[src/rtl/vic_video_out_pkg.sv]
// rtl/vic_video_out_pkg.sv - shared constants for the VIC-II video output stage
// Contents:
//   VIC_COLOR_W             width of a VIC colour index
//   vic_mode_e              source-select encodings for i_mode
//   VIC_PAL_0..VIC_PAL_15   power-on palette, {R,G,B} nibbles
//   vic_pal_default()       index -> default palette entry
package vic_video_out_pkg;

  localparam int VIC_COLOR_W = 4;
  localparam int VIC_RGB_W   = 12;
  localparam int VIC_PAL_N   = 16;

  typedef enum logic [1:0] {
    VIC_MODE_PIXEL = 2'd0,
    VIC_MODE_BARS  = 2'd1,
    VIC_MODE_GRAD  = 2'd2,
    VIC_MODE_CHECK = 2'd3
  } vic_mode_e;

  localparam logic [VIC_RGB_W-1:0] VIC_PAL_0  = 12'h000;
  localparam logic [VIC_RGB_W-1:0] VIC_PAL_1  = 12'hFFF;
  localparam logic [VIC_RGB_W-1:0] VIC_PAL_2  = 12'h833;
  localparam logic [VIC_RGB_W-1:0] VIC_PAL_3  = 12'h6BB;
  localparam logic [VIC_RGB_W-1:0] VIC_PAL_4  = 12'h839;
  localparam logic [VIC_RGB_W-1:0] VIC_PAL_5  = 12'h5A4;
  localparam logic [VIC_RGB_W-1:0] VIC_PAL_6  = 12'h438;
  localparam logic [VIC_RGB_W-1:0] VIC_PAL_7  = 12'hBC7;
  localparam logic [VIC_RGB_W-1:0] VIC_PAL_8  = 12'h852;
  localparam logic [VIC_RGB_W-1:0] VIC_PAL_9  = 12'h540;
  localparam logic [VIC_RGB_W-1:0] VIC_PAL_10 = 12'hB66;
  localparam logic [VIC_RGB_W-1:0] VIC_PAL_11 = 12'h555;
  localparam logic [VIC_RGB_W-1:0] VIC_PAL_12 = 12'h777;
  localparam logic [VIC_RGB_W-1:0] VIC_PAL_13 = 12'h9E8;
  localparam logic [VIC_RGB_W-1:0] VIC_PAL_14 = 12'h76C;
  localparam logic [VIC_RGB_W-1:0] VIC_PAL_15 = 12'h999;

  function automatic logic [VIC_RGB_W-1:0] vic_pal_default(input logic [VIC_COLOR_W-1:0] idx);
    logic [VIC_RGB_W-1:0] rgb;
    case (idx)
      4'd0:    rgb = VIC_PAL_0;
      4'd1:    rgb = VIC_PAL_1;
      4'd2:    rgb = VIC_PAL_2;
      4'd3:    rgb = VIC_PAL_3;
      4'd4:    rgb = VIC_PAL_4;
      4'd5:    rgb = VIC_PAL_5;
      4'd6:    rgb = VIC_PAL_6;
      4'd7:    rgb = VIC_PAL_7;
      4'd8:    rgb = VIC_PAL_8;
      4'd9:    rgb = VIC_PAL_9;
      4'd10:   rgb = VIC_PAL_10;
      4'd11:   rgb = VIC_PAL_11;
      4'd12:   rgb = VIC_PAL_12;
      4'd13:   rgb = VIC_PAL_13;
      4'd14:   rgb = VIC_PAL_14;
      default: rgb = VIC_PAL_15;
    endcase
    return rgb;
  endfunction

endpackage

[src/rtl/vic_video_out_palette_ram.sv]
// rtl/vic_video_out_palette_ram.sv - 16 x 12-bit programmable palette (vic_palette_ram)
// Ports:
//   clk, reset        pixel clock, async active-high reset (restores defaults)
//   we, waddr, wdata  synchronous write port
//   raddr, rdata      combinational read port; a same-edge write is not yet visible
module vic_palette_ram
  import vic_video_out_pkg::*;
(
  input  logic                   clk,
  input  logic                   reset,
  input  logic                   we,
  input  logic [VIC_COLOR_W-1:0] waddr,
  input  logic [VIC_RGB_W-1:0]   wdata,
  input  logic [VIC_COLOR_W-1:0] raddr,
  output logic [VIC_RGB_W-1:0]   rdata
);

  logic [VIC_RGB_W-1:0] mem [VIC_PAL_N];

  always_ff @(posedge clk or posedge reset) begin
    if (reset) begin
      for (int i = 0; i < VIC_PAL_N; i++) begin
        mem[i] <= vic_pal_default(VIC_COLOR_W'(i));
      end
    end else if (we) begin
      mem[waddr] <= wdata;
    end
  end

  assign rdata = mem[raddr];

endmodule

[src/rtl/vic_video_out.sv]
// rtl/vic_video_out.sv - VIC-II output stage: source select, palette lookup, blanking, sync align
// Ports:
//   clk, reset                      pixel clock, async active-high reset
//   i_hsync, i_vsync, i_display_on  raster timing from the sync generator
//   i_hpos, i_vpos                  raster position (POS_W bits, POS_W >= 10)
//   i_color, i_mode                 pixel index and source select
//   i_pal_we, i_pal_addr, i_pal_data palette write port
//   o_hsync, o_vsync                syncs delayed 2 clocks to match RGB
//   o_red, o_green, o_blue          palette colour, zero outside the display window
//   o_frame                         count of vsync rising edges, wraps at 256
module vic_video_out
  import vic_video_out_pkg::*;
#(
  parameter int POS_W = 10
) (
  input  logic                   clk,
  input  logic                   reset,
  input  logic                   i_hsync,
  input  logic                   i_vsync,
  input  logic                   i_display_on,
  input  logic [POS_W-1:0]       i_hpos,
  input  logic [POS_W-1:0]       i_vpos,
  input  logic [VIC_COLOR_W-1:0] i_color,
  input  logic [1:0]             i_mode,
  input  logic                   i_pal_we,
  input  logic [VIC_COLOR_W-1:0] i_pal_addr,
  input  logic [VIC_RGB_W-1:0]   i_pal_data,
  output logic                   o_hsync,
  output logic                   o_vsync,
  output logic [3:0]             o_red,
  output logic [3:0]             o_green,
  output logic [3:0]             o_blue,
  output logic [7:0]             o_frame
);

  logic [VIC_COLOR_W-1:0] index_next;
  logic [VIC_COLOR_W-1:0] index_s1;
  logic                   display_on_s1;
  logic                   hsync_s1;
  logic                   vsync_s1;
  logic                   vsync_q;
  logic [VIC_RGB_W-1:0]   pal_rdata;

  // Only a few position bits feed the test patterns; the rest are intentionally ignored.
  logic unused_pos;
  assign unused_pos = ^{i_hpos, i_vpos};

  // Pattern indices are plain bit selects, so they wrap naturally with no saturation.
  always_comb begin
    index_next = i_color;
    case (vic_mode_e'(i_mode))
      VIC_MODE_PIXEL: index_next = i_color;
      VIC_MODE_BARS:  index_next = i_hpos[9:6];
      VIC_MODE_GRAD:  index_next = i_vpos[3:0];
      VIC_MODE_CHECK: index_next = {i_hpos[4] ^ i_vpos[4], 3'b000};
      default:        index_next = i_color;
    endcase
  end

  always_ff @(posedge clk or posedge reset) begin
    if (reset) begin
      index_s1      <= '0;
      display_on_s1 <= 1'b0;
      hsync_s1      <= 1'b0;
      vsync_s1      <= 1'b0;
    end else begin
      index_s1      <= index_next;
      display_on_s1 <= i_display_on;
      hsync_s1      <= i_hsync;
      vsync_s1      <= i_vsync;
    end
  end

  vic_palette_ram u_palette (
    .clk   (clk),
    .reset (reset),
    .we    (i_pal_we),
    .waddr (i_pal_addr),
    .wdata (i_pal_data),
    .raddr (index_s1),
    .rdata (pal_rdata)
  );

  // The palette read here sees the pre-write contents when a write lands on the same edge.
  always_ff @(posedge clk or posedge reset) begin
    if (reset) begin
      o_red   <= '0;
      o_green <= '0;
      o_blue  <= '0;
      o_hsync <= 1'b0;
      o_vsync <= 1'b0;
    end else begin
      {o_red, o_green, o_blue} <= display_on_s1 ? pal_rdata : '0;
      o_hsync <= hsync_s1;
      o_vsync <= vsync_s1;
    end
  end

  // Edge register resets low so a vsync already high at release still counts once.
  always_ff @(posedge clk or posedge reset) begin
    if (reset) begin
      vsync_q <= 1'b0;
      o_frame <= '0;
    end else begin
      vsync_q <= i_vsync;
      if (i_vsync && !vsync_q) begin
        o_frame <= o_frame + 8'd1;
      end
    end
  end

endmodule

[config.mk]
export PLATFORM = sky130hd
export DESIGN_NAME = vic_video_out
export DESIGN_NICKNAME = d
export VERILOG_FILES = /design/src/rtl/vic_video_out_pkg.sv /design/src/rtl/vic_video_out_palette_ram.sv /design/src/rtl/vic_video_out.sv
export SDC_FILE = /design/constraint.sdc
export NUM_CORES = 1
export LEC_CHECK = 0
export BUFFER_PORTS_ARGS = -buffer_cell sky130_fd_sc_hd__buf_2
export CAP_MARGIN = 20
export CORE_MARGIN = 2
export CORE_UTILIZATION = 29
export DETAILED_ROUTE_END_ITERATION = 12
export SLEW_MARGIN = 20
export SYNTH_ARGS = -nofsm -noshare
export SYNTH_HDL_FRONTEND = slang
export SYNTH_SLANG_ARGS = --single-unit
[constraint.sdc]
create_clock -name clk -period 11.7 [get_ports clk]
set_input_delay 2.34 -clock clk [delete_from_list [all_inputs] [get_ports clk]]
set_output_delay 2.34 -clock clk [all_outputs]
set_load 0.01 [all_outputs]
==> results_dict.tcl <==
set metrics [dict create \
    io_buffers 59 \
    layout-drive-gt1-share 0.626 \
    r2r-start "index_s1[0]$_DFF_PP0_" \
    area_growth_pct 15.4 \
    tns_ns 0 \
    fmax_mhz 270 \
    arrival_ns 4.14 \
    async_flop_share 1.00 \
    grt_max_degree 83 \
    yosysTopAreaCell "dfrtp_1" \
    final_util 0.338 \
    grt_pass1_wl_um 34300 \
    die-area_sq_um 36100 \
    period_share 0.317 \
    syn_area_sq_um 10000 \
    worstHoldStart "hsync_s1$_DFF_PP0_" \
    cts_resized 0 \
    hold_path.class "reg2reg" \
    cts_made_buffers 24 \
    ir_drop_uv 114 \
    clkSinkCount 221 \
    initial_core_util 0.292 \
    start_kind "input port" \
    die_w_um 190 \
    drt_iter0_markers 308 \
    finalMaxSlewViolations 0 \
    clockBufferDepth 3 \
    ant_nets 0 \
    cts_max_level 1 \
    dr.pass1.iters 4 \
    r2r_setup_slack_ns 9.15 \
    grt-ovfl-total 0 \
    synth-edff-count 0 \
    postCtsSetupRepairBufs 0 \
    diodes 0 \
    synth_top_area_share 0.314 \
    power_uw 2260 \
    end_kind "flip-flop" \
    holdPathEnd "o_hsync$_DFF_PP0_" \
    required_ns 12.13 \
    outcome "finished, final reports clean" \
    grt_util_all_layers 0.123 \
    final_nets 742 \
    postSynthCellCount 644 \
    synth_seq_cells 221 \
    r2r-end "o_green[0]$_DFF_PP0_" \
    ff2ff_path_depth 5 \
    core_sq_um 34300 \
    syn-num-nets 693 \
    fp-row-count 68 \
    leakage_uw 0.00487 \
    synth_area_leaders "dfrtp_1 (31%), dfstp_2 (25%), mux2_2 (19%)" \
    dp.cells 1122 \
    synth.avg_cell_area_sq_um 15.6 \
    drc 0 \
    dp_hpwl_um 12900 \
    cap_violations 0 \
    root_buffer "clkbuf_16" \
    first_global_vias 5716 \
    power.density_nw_per_um2 195 \
    whs_path_depth 0 \
    finalSetupViolations 0 \
    synth.most_common_cell "mux2_2" \
    cts_tree "yes" \
    relSlewSlack 0.269 \
    ys_top_cells_by_count "mux2_2 (173), dfrtp_1 (126), dfstp_2 (95)" \
    antenna_found_initial 1 \
    wire_per_inst_um 18.8 \
    tightest_slew_ns 1.09 \
    fp.dieH_um 190 \
    rsz0062_at_grt "false" \
    ys.warnings.count 0 \
    ys_types 35 \
    finalHoldViolCount 0 \
    wl_um 22000 \
    clk_latency_ns 0.51 \
    num-fill-cells 3282 \
    vias 5474 \
    seq_area_frac_synth 0.563 \
    ctsHoldBuffers 0 \
    instances_no_fill 1166 \
    cts.clk_slew.worst_paths_ns 0.06 \
    place_congestion 0.697 \
    crit_type "in2reg" \
    skew_ns 0.00839 \
    synthFlopType "dfrtp_1" \
    ios 70 \
    min_period_ns 3.71 \
    viasPerCell 4.69 \
    worst-path-max-fanout 12 \
]
-- area by class of cell --
type | count | area, sq um | area share
Multi-Input combinational cell | 373 | 4120 | 0.356
Tap cell | 455 | 569 | 0.0492
Inverter | 2 | 15.0 | 0.00130
Clock buffer | 34 | 729 | 0.0630
Timing Repair Buffer | 71 | 385 | 0.0333
Clock inverter | 10 | 106 | 0.00919
Sequential cell | 221 | 5650 | 0.488
-- routing by layer --
| layer | up-vias | track usage | wire [um] |
|---|---|---|---|
| met5 | - | 0 | 16 |
| met4 | 2 | 0.0322 | 501 |
| met3 | 36 | 0.0199 | 620 |
| met2 | 80 | 0.209 | 10900 |
| met1 | 2897 | 0.163 | 9930 |
| li1 | 2459 | - | - |
-- critical path, cell delays in order --
cell     delay [ns]
buf_2          0.16
nor2_1         0.22
nand3_1        0.82
mux2_2         0.59
-- flip-flops by register name, indices dropped and copies added, names as in the netlist --
name,flops
u_palette.mem,192
o_blue,4
o_red,4
vsync_q,1
index_s1,4
o_green,4
o_frame,8
o_hsync,1
hsync_s1,1
o_vsync,1
display_on_s1,1
-- cells by family (layout without fill, tap and decap cells) --
| logic type | after synthesis | in the layout | synth area share |
|---|---|---|---|
| compound gates | 32 | 32 | 0.0220 |
| xor+xnor | 8 | 8 | 0.00699 |
| fa+ha+maj | 1 | 1 | 0.00125 |
| buf+inv | 50 | 117 | 0.0286 |
| flops | 221 | 221 | 0.563 |
| mux | 276 | 276 | 0.348 |
| simple gates | 56 | 56 | 0.0296 |
-- cells in the final DEF, fill, tap and decap left out, types with 3 or more instances in the layout --
| cell type | Yosys | layout |
|---|---|---|
| mux2_2 | 173 | 173 |
| dfrtp_1 | 126 | 125 |
| dfstp_2 | 95 | 95 |
| buf_2 | 15 | 59 |
| mux2i_1 | 50 | 50 |
| mux4_2 | 33 | 33 |
| clkbuf_16 | 0 | 25 |
| nand2_1 | 21 | 21 |
| mux2_4 | 20 | 20 |
| a22oi_1 | 14 | 14 |
| buf_4 | 9 | 12 |
| o22ai_1 | 11 | 11 |
| nor2_1 | 10 | 9 |
| clkbuf_8 | 0 | 7 |
| clkinv_2 | 0 | 6 |
| nor2b_1 | 5 | 5 |
| nand3_1 | 5 | 5 |
| xor2_1 | 4 | 4 |
| xnor2_1 | 4 | 4 |
| o21ai_0 | 3 | 3 |
| or3_4 | 3 | 3 |
| nand2b_1 | 3 | 3 |
-- stage by stage --
step / cell area [sq um] / setup WS (ns) / hold slack [ns]
2_1_floorplan: 10000 / 3.47 / 0.331
3_3_place_gp: 10700 / 7.51 / 0.342
3_5_place_dp: 10700 / 7.46 / 0.348
4_1_cts: 11600 / 8.00 / 0.361
5_1_grt: 11600 / 7.96 / 0.363
6_report: 11600 / 7.99 / 0.361
-- how the worst max path moves through the flow --
stage,from,endpoint,slack (ns),cells past startpoint
6_report,i_pal_addr[1],u_palette.mem[174]$_DFFE_PP1P_,7.99,4
5_1_grt,i_pal_addr[1],u_palette.mem[173]$_DFFE_PP1P_,7.96,4
4_1_cts,i_pal_addr[1],u_palette.mem[175]$_DFFE_PP1P_,8.00,4
3_5_place_dp,i_pal_addr[1],u_palette.mem[176]$_DFFE_PP1P_,7.46,4
3_3_place_gp,i_pal_addr[1],u_palette.mem[168]$_DFFE_PP1P_,7.51,4
2_1_floorplan,reset,display_on_s1$_DFF_PP0_,3.47,1
-- report_power, final --
group	total, uW	internal, uW	switching [uW]	leakage, uW
Sequential	1090	993	92.7	0.00255
Clock	786	478	308	0.000417
Combinational	387	235	153	0.00190
Total	2260	1710	554	0.00487
Power figures use the tool's default switching activity.
